## config.mk

```make
export PLATFORM = sky130hd
export DESIGN_NAME = eth_axis_tx_framer
export DESIGN_NICKNAME = d
export VERILOG_FILES = /design/src/rtl/eth_axis_tx_framer.sv
export SDC_FILE = /design/constraint.sdc
export NUM_CORES = 1
export LEC_CHECK = 0
export CAP_MARGIN = 10
export CORE_ASPECT_RATIO = 2
export CORE_MARGIN = 1.5
export CORE_UTILIZATION = 48
export DETAILED_ROUTE_END_ITERATION = 16
export PLACE_DENSITY_LB_ADDON = 0.05
export SLEW_MARGIN = 40
export SYNTH_ARGS = -nofsm -noshare
export SYNTH_HDL_FRONTEND = slang
export SYNTH_SLANG_ARGS = --single-unit
```

## constraint.sdc

```tcl
create_clock -name logic_clk -period 1.9 [get_ports logic_clk]
set_input_delay 0.57 -clock logic_clk [delete_from_list [all_inputs] [get_ports logic_clk]]
set_output_delay 0.57 -clock logic_clk [all_outputs]
set_load 0.1 [all_outputs]
```

## src/rtl/eth_axis_tx_framer.sv

```systemverilog
`default_nettype none
// ============================================================================
// Module   : eth_axis_tx_framer
// Summary  : Ethernet TX framer. Serialises a 14-byte header, then the
//            payload, as one 8-bit AXI-Stream frame. Optional 802.1Q tag
//            insertion is enabled with the macro ETH_TX_FRAMER_VLAN_EN.
// Revision : 1.0 - initial release
// ============================================================================
module eth_axis_tx_framer #(
    parameter int MAX_PAYLOAD = 1500,
    parameter int CNT_W       = $clog2(MAX_PAYLOAD + 1)
) (
    input  logic        logic_clk,
    input  logic        logic_rst_n,
    input  logic        s_hdr_valid,
    output logic        s_hdr_ready,
    input  logic [47:0] s_hdr_dest_mac,
    input  logic [47:0] s_hdr_src_mac,
    input  logic [15:0] s_hdr_type,
`ifdef ETH_TX_FRAMER_VLAN_EN
    input  logic        s_hdr_vlan_valid,
    input  logic [15:0] s_hdr_vlan_tci,
`endif
    input  logic [7:0]  s_payload_tdata,
    input  logic        s_payload_tvalid,
    output logic        s_payload_tready,
    input  logic        s_payload_tlast,
    input  logic        s_payload_tuser,
    output logic [7:0]  tx_axis_tdata,
    output logic        tx_axis_tvalid,
    input  logic        tx_axis_tready,
    output logic        tx_axis_tlast,
    output logic        tx_axis_tuser,
    output logic        busy,
    output logic        error_oversize
);

`ifdef ETH_TX_FRAMER_VLAN_EN
    localparam int HDR_BYTES = 18;
`else
    localparam int HDR_BYTES = 14;
`endif
    localparam int HDR_W = HDR_BYTES * 8;

    typedef enum logic [1:0] {
        ST_IDLE    = 2'd0,
        ST_HEADER  = 2'd1,
        ST_PAYLOAD = 2'd2,
        ST_DROP    = 2'd3
    } state_t;

    state_t             state_q, state_d;
    logic [HDR_W-1:0]   hdr_sr_q, hdr_sr_d;
    logic [4:0]         hdr_cnt_q, hdr_cnt_d;
    logic [4:0]         hdr_last_q, hdr_last_d;
    logic [CNT_W-1:0]   pay_cnt_q, pay_cnt_d;
    logic [7:0]         tdata_q, tdata_d;
    logic               tvalid_q, tvalid_d;
    logic               tlast_q, tlast_d;
    logic               tuser_q, tuser_d;
    logic               err_q, err_d;
    logic               hdr_en_q;

    logic [HDR_W-1:0]   hdr_full;
    logic [4:0]         hdr_last;
    logic               out_load;

`ifdef ETH_TX_FRAMER_VLAN_EN
    always_comb begin
        if (s_hdr_vlan_valid) begin
            hdr_full = {s_hdr_dest_mac, s_hdr_src_mac, 8'h81, 8'h00, s_hdr_vlan_tci, s_hdr_type};
            hdr_last = 5'd17;
        end else begin
            hdr_full = {s_hdr_dest_mac, s_hdr_src_mac, s_hdr_type, 32'h0};
            hdr_last = 5'd13;
        end
    end
`else
    always_comb begin
        hdr_full = {s_hdr_dest_mac, s_hdr_src_mac, s_hdr_type};
        hdr_last = 5'd13;
    end
`endif

    // Output register may take a new byte whenever it is empty or being drained.
    assign out_load = !tvalid_q || tx_axis_tready;

    always_comb begin
        state_d          = state_q;
        hdr_sr_d         = hdr_sr_q;
        hdr_cnt_d        = hdr_cnt_q;
        hdr_last_d       = hdr_last_q;
        pay_cnt_d        = pay_cnt_q;
        tdata_d          = tdata_q;
        tvalid_d         = out_load ? 1'b0 : tvalid_q;
        tlast_d          = tlast_q;
        tuser_d          = tuser_q;
        err_d            = 1'b0;
        s_hdr_ready      = (state_q == ST_IDLE) && hdr_en_q;
        s_payload_tready = 1'b0;

        case (state_q)
            ST_IDLE: begin
                if (s_hdr_valid && hdr_en_q) begin
                    hdr_sr_d   = hdr_full;
                    hdr_cnt_d  = 5'd0;
                    hdr_last_d = hdr_last;
                    pay_cnt_d  = '0;
                    state_d    = ST_HEADER;
                    // First header byte goes straight out so it appears the cycle after accept.
                    if (out_load) begin
                        tdata_d   = hdr_full[HDR_W-1 -: 8];
                        tvalid_d  = 1'b1;
                        tlast_d   = 1'b0;
                        tuser_d   = 1'b0;
                        hdr_sr_d  = hdr_full << 8;
                        hdr_cnt_d = 5'd1;
                    end
                end
            end
            ST_HEADER: begin
                if (out_load) begin
                    tdata_d   = hdr_sr_q[HDR_W-1 -: 8];
                    tvalid_d  = 1'b1;
                    tlast_d   = 1'b0;
                    tuser_d   = 1'b0;
                    hdr_sr_d  = hdr_sr_q << 8;
                    hdr_cnt_d = hdr_cnt_q + 5'd1;
                    if (hdr_cnt_q == hdr_last_q) begin
                        state_d = ST_PAYLOAD;
                    end
                end
            end
            ST_PAYLOAD: begin
                s_payload_tready = out_load;
                if (s_payload_tvalid && out_load) begin
                    tdata_d   = s_payload_tdata;
                    tvalid_d  = 1'b1;
                    pay_cnt_d = pay_cnt_q + CNT_W'(1);
                    if (s_payload_tlast) begin
                        tlast_d = 1'b1;
                        tuser_d = s_payload_tuser;
                        state_d = ST_IDLE;
                    end else if (pay_cnt_q == CNT_W'(MAX_PAYLOAD - 1)) begin
                        // Truncate: close the frame as bad and discard the rest.
                        tlast_d = 1'b1;
                        tuser_d = 1'b1;
                        err_d   = 1'b1;
                        state_d = ST_DROP;
                    end else begin
                        tlast_d = 1'b0;
                        tuser_d = 1'b0;
                    end
                end
            end
            ST_DROP: begin
                s_payload_tready = 1'b1;
                if (s_payload_tvalid && s_payload_tlast) begin
                    state_d = ST_IDLE;
                end
            end
            default: state_d = ST_IDLE;
        endcase
    end

    always_ff @(posedge logic_clk or negedge logic_rst_n) begin
        if (!logic_rst_n) begin
            state_q    <= ST_IDLE;
            hdr_sr_q   <= '0;
            hdr_cnt_q  <= '0;
            hdr_last_q <= '0;
            pay_cnt_q  <= '0;
            tdata_q    <= '0;
            tvalid_q   <= 1'b0;
            tlast_q    <= 1'b0;
            tuser_q    <= 1'b0;
            err_q      <= 1'b0;
            hdr_en_q   <= 1'b0;
        end else begin
            state_q    <= state_d;
            hdr_sr_q   <= hdr_sr_d;
            hdr_cnt_q  <= hdr_cnt_d;
            hdr_last_q <= hdr_last_d;
            pay_cnt_q  <= pay_cnt_d;
            tdata_q    <= tdata_d;
            tvalid_q   <= tvalid_d;
            tlast_q    <= tlast_d;
            tuser_q    <= tuser_d;
            err_q      <= err_d;
            hdr_en_q   <= 1'b1;
        end
    end

    assign tx_axis_tdata  = tdata_q;
    assign tx_axis_tvalid = tvalid_q;
    assign tx_axis_tlast  = tlast_q;
    assign tx_axis_tuser  = tuser_q;
    assign busy           = (state_q != ST_IDLE);
    assign error_oversize = err_q;

endmodule
`default_nettype wire

```

==> results.yml <==
yosys:
  synth_simple_gate_area_share_pct: 20.5
  synth_area_um2: 7710
  avgSynthCellArea_um2: 7.55
  async_flop_share_pct: 100
  synth.area.mux_share_pct: 0.260
  yosys_register_bits: 144
  synth_sequential_area_ratio_pct: 46.7
  synth_xor_area_share_pct: 0.795
  synth-edff-count: 0
  yosys_warnings: 0
  synth_fp_nets: 1155
  synth_fa_ha_area_share_pct: 1.14
  synthFlopType: "dfrtp_1"
  synth-compound-area-share_pct: 26.0
  postSynthCellCount: 1021
  yosys.cell_types.count: 47
  synth_top_family_by_area: "compound AO/OA/AOI/OAI gates"
worst_setup_path:
  setup.worst_path.end: "s_payload_tready"
  crit_path_end_kind: "output port"
  timing.rr.start: "state_q[0]$_DFFE_PN0P_"
  max_stage_delay_ns: 0.29
  path_buf_inv: 3
  crit_type: "in2out"
  cp_slowest_cell: "dlygate4sd2_1"
  r2r_end: "pay_cnt_q[8]$_DFFE_PN0P_"
  path_depth: 5
  cp-start-kind: "primary input"
  crit_chain: "dlygate4sd2_1 > nand2b_4 > buf_4 > a21o_4 > buf_12"
  crit_arrival_ns: 1.59
  critPathMaxFanout: 5
  crit_start: "tx_axis_tready"
  critPathTopFamily: "buffers and inverters"
  r2r_setup_slack_ns: -0.18
  r2r_cells: 8
  worstPathRequired_ns: 1.33
clocking:
  cts_root_buffer: "clkbuf_16"
  cts_sinks: 144
  h-tree-depth: 4
  clk_path_buf_depth: 2
  cts_tree: "done"
  numCtsBuffers: 17
  worst_skew_pair.late_latency_ns: 0.43
  clkTransAtPathRegs_ns: 0.06
layout:
  stdcell_count: 1444
  final_nets: 1363
  multi_input_area_um2: 4870
  finish.utilization_pct: 80.5
  nFillCells: 1000
  regArea_um2: 3610
  syn_to_final_growth_pct: 64.7
  drive_gt1_share_pct: 30.4
global_routing:
  grt_pass1_vias: 7731
  grt_busiest_layer: "met2"
  grt_usage_pct: 30.5
  use_met3_pct: 3.75
  grt_pass1_wl_um: 40100
  overflow: 0
  grtUsageMet2_pct: 52.2
  grt_max_degree: 94
  grtUsageMet1_pct: 38.2
  antenna_found_initial: 1
placement:
  dp.cells: 1337
  place_congestion: 0.840
  place_hpwl_um: 15300
  io_buffers: 141
floorplanning:
  die-area_um2: 16900
  num_io_pins: 142
  fp.dieH_um: 182
  initial_core_util_pct: 48.9
  rows: 65
  coreArea_um2: 15800
  die_width_um: 92.6
route:
  via_count: 8883
  route.detailed.drc: 0
  antenna_left: 0
  wl_um: 31100
  viasPerCell: 6.15
  routedWlPerCell_um: 21.6
  drt_iter0_markers: 795
  dr.pass1.iters: 7
timing:
  period_share_pct: 114
  fin_setup_tns_ns: -14.84
  setup_viol: 140
  rsz0062_at_grt: "yes"
  slew_violations: 0
  final.min_clock_period_ns: 2.16
  finalHoldViolations: 0
  max_clock_freq_ghz: 0.462
  setup_slack_ns: -0.262
  fin_skew_ns: 0.0124
power:
  leakagePower_nw: 5.64
  ir_worst_vdd_v: 0.00107
  p_per_area_nw_per_um2: 2130
  p_total_mw: 27.1
run_status:
  violations: "negative setup slack"
  outcome: "complete, but fails checks"
run:
  drv_cap: 0
hold_path:
  hold_class: "in2async"
## cells in the final DEF (no fill, tap or decap), drive strengths merged, types with 5 or more instances in the layout
| cell type | instances |
|---|---|
| nand2 | 344 |
| clkbuf | 39 |
| ha | 7 |
| buf | 122 |
| a22oi | 8 |
| clkdlybuf4s50 | 124 |
| o21ai | 127 |
| inv | 6 |
| nor2 | 20 |
| nor4 | 5 |
| a21oi | 215 |
| a211o | 6 |
| dfrtp | 144 |
| a22o | 9 |
## cell usage after synthesis (6+ instances only)
master      n  area, um^2
nand2_1   344        1290
a21oi_1   215        1080
dfrtp_1   144        3600
o21ai_0   100         500
clkbuf_1   53         199
o21ai_1    27         135
nor2_1     19        71.3
buf_1      13        48.8
buf_2      11        55.1
a22o_1      9        78.8
a22oi_1     8        60.1
ha_1        7        87.6
inv_1       6        22.5
## layer usage
layer | wire, um | share of wire (%)
met1 | 11100 | 36
met2 | 16100 | 52
met3 | 2100 | 6.7
met4 | 1770 | 5.7
met5 | 0 | 0
## flip-flops by register name, summed over array words and instances, names as in the netlist
register	cells
pay_cnt_q	11
tx_axis_tuser	1
hdr_en_q	1
state_q	2
hdr_last_q	1
hdr_sr_q	112
tx_axis_tvalid	1
error_oversize	1
hdr_cnt_q	5
tx_axis_tdata	8
tx_axis_tlast	1
## worst register-to-register path: cells and delay by family (launching register included)
kind / cells / cell delay, ns
buffers and inverters: 3 / 0.36
DFF: 1 / 0.41
adders and majority gates: 1 / 0.17
and+or+nand+nor: 3 / 0.94
AOI/OAI and AO/OA: 1 / 0.13
## report_power, final
part | switching (mW) | internal, mW
Sequential | 1.28 | 4.40
Combinational | 9.60 | 8.06
Clock | 1.39 | 2.34
## stage by stage
step	hold WS [ns]	setup WS (ns)	cell area, um^2
final	0.0364	-0.262	12700
after global routing	0.0544	-0.277	12700
after CTS	0.0470	-0.238	11100
after detailed placement	0.470	-0.567	9820
after global placement	0.461	-0.553	9820
after floorplan	0.274	-0.0776	7830
## kinds of logic after synthesis
family,count (synthesis)
xor gates and xnor gates,7
DFF,144
AOI/OAI and AO/OA,377
muxes,2
adders and majority gates,7
and+or+nand+nor,397
other,1
buffers and inverters,86
## timing repair
item                                    4_1_cts  5_1_grt
endpoints found under the setup margin       32      141
gates cloned                                 13       26
resized for setup                           137      254
hold buffers                                  0        0
buffers inserted                             17       21
pin swaps                                    26      106
## cell type report
cell class | instances | area share, %
clock inverters | 9 | 1.21
well taps | 201 | 1.98
multi-input cells | 797 | 38.4
diodes | 1 | 0.0197
inverters | 6 | 0.217
repair buffers | 263 | 25.9
clock buffers | 23 | 3.84
flip-flops and latches | 144 | 28.4
## how the worst min path moves through the flow
stage / from / end / cells after the start
after global routing: logic_rst_n / hdr_sr_q[5]$_DFFE_PN0P_ / 1
final: logic_rst_n / hdr_sr_q[5]$_DFFE_PN0P_ / 1
after floorplan: logic_rst_n / error_oversize$_DFF_PN0_ / 0
after detailed placement: hdr_sr_q[91]$_DFFE_PN0P_ / hdr_sr_q[91]$_DFFE_PN0P_ / 2
after CTS: logic_rst_n / hdr_sr_q[5]$_DFFE_PN0P_ / 1
after global placement: hdr_sr_q[95]$_DFFE_PN0P_ / hdr_sr_q[95]$_DFFE_PN0P_ / 2
No activity file was read; power rests on OpenSTA's default activity.
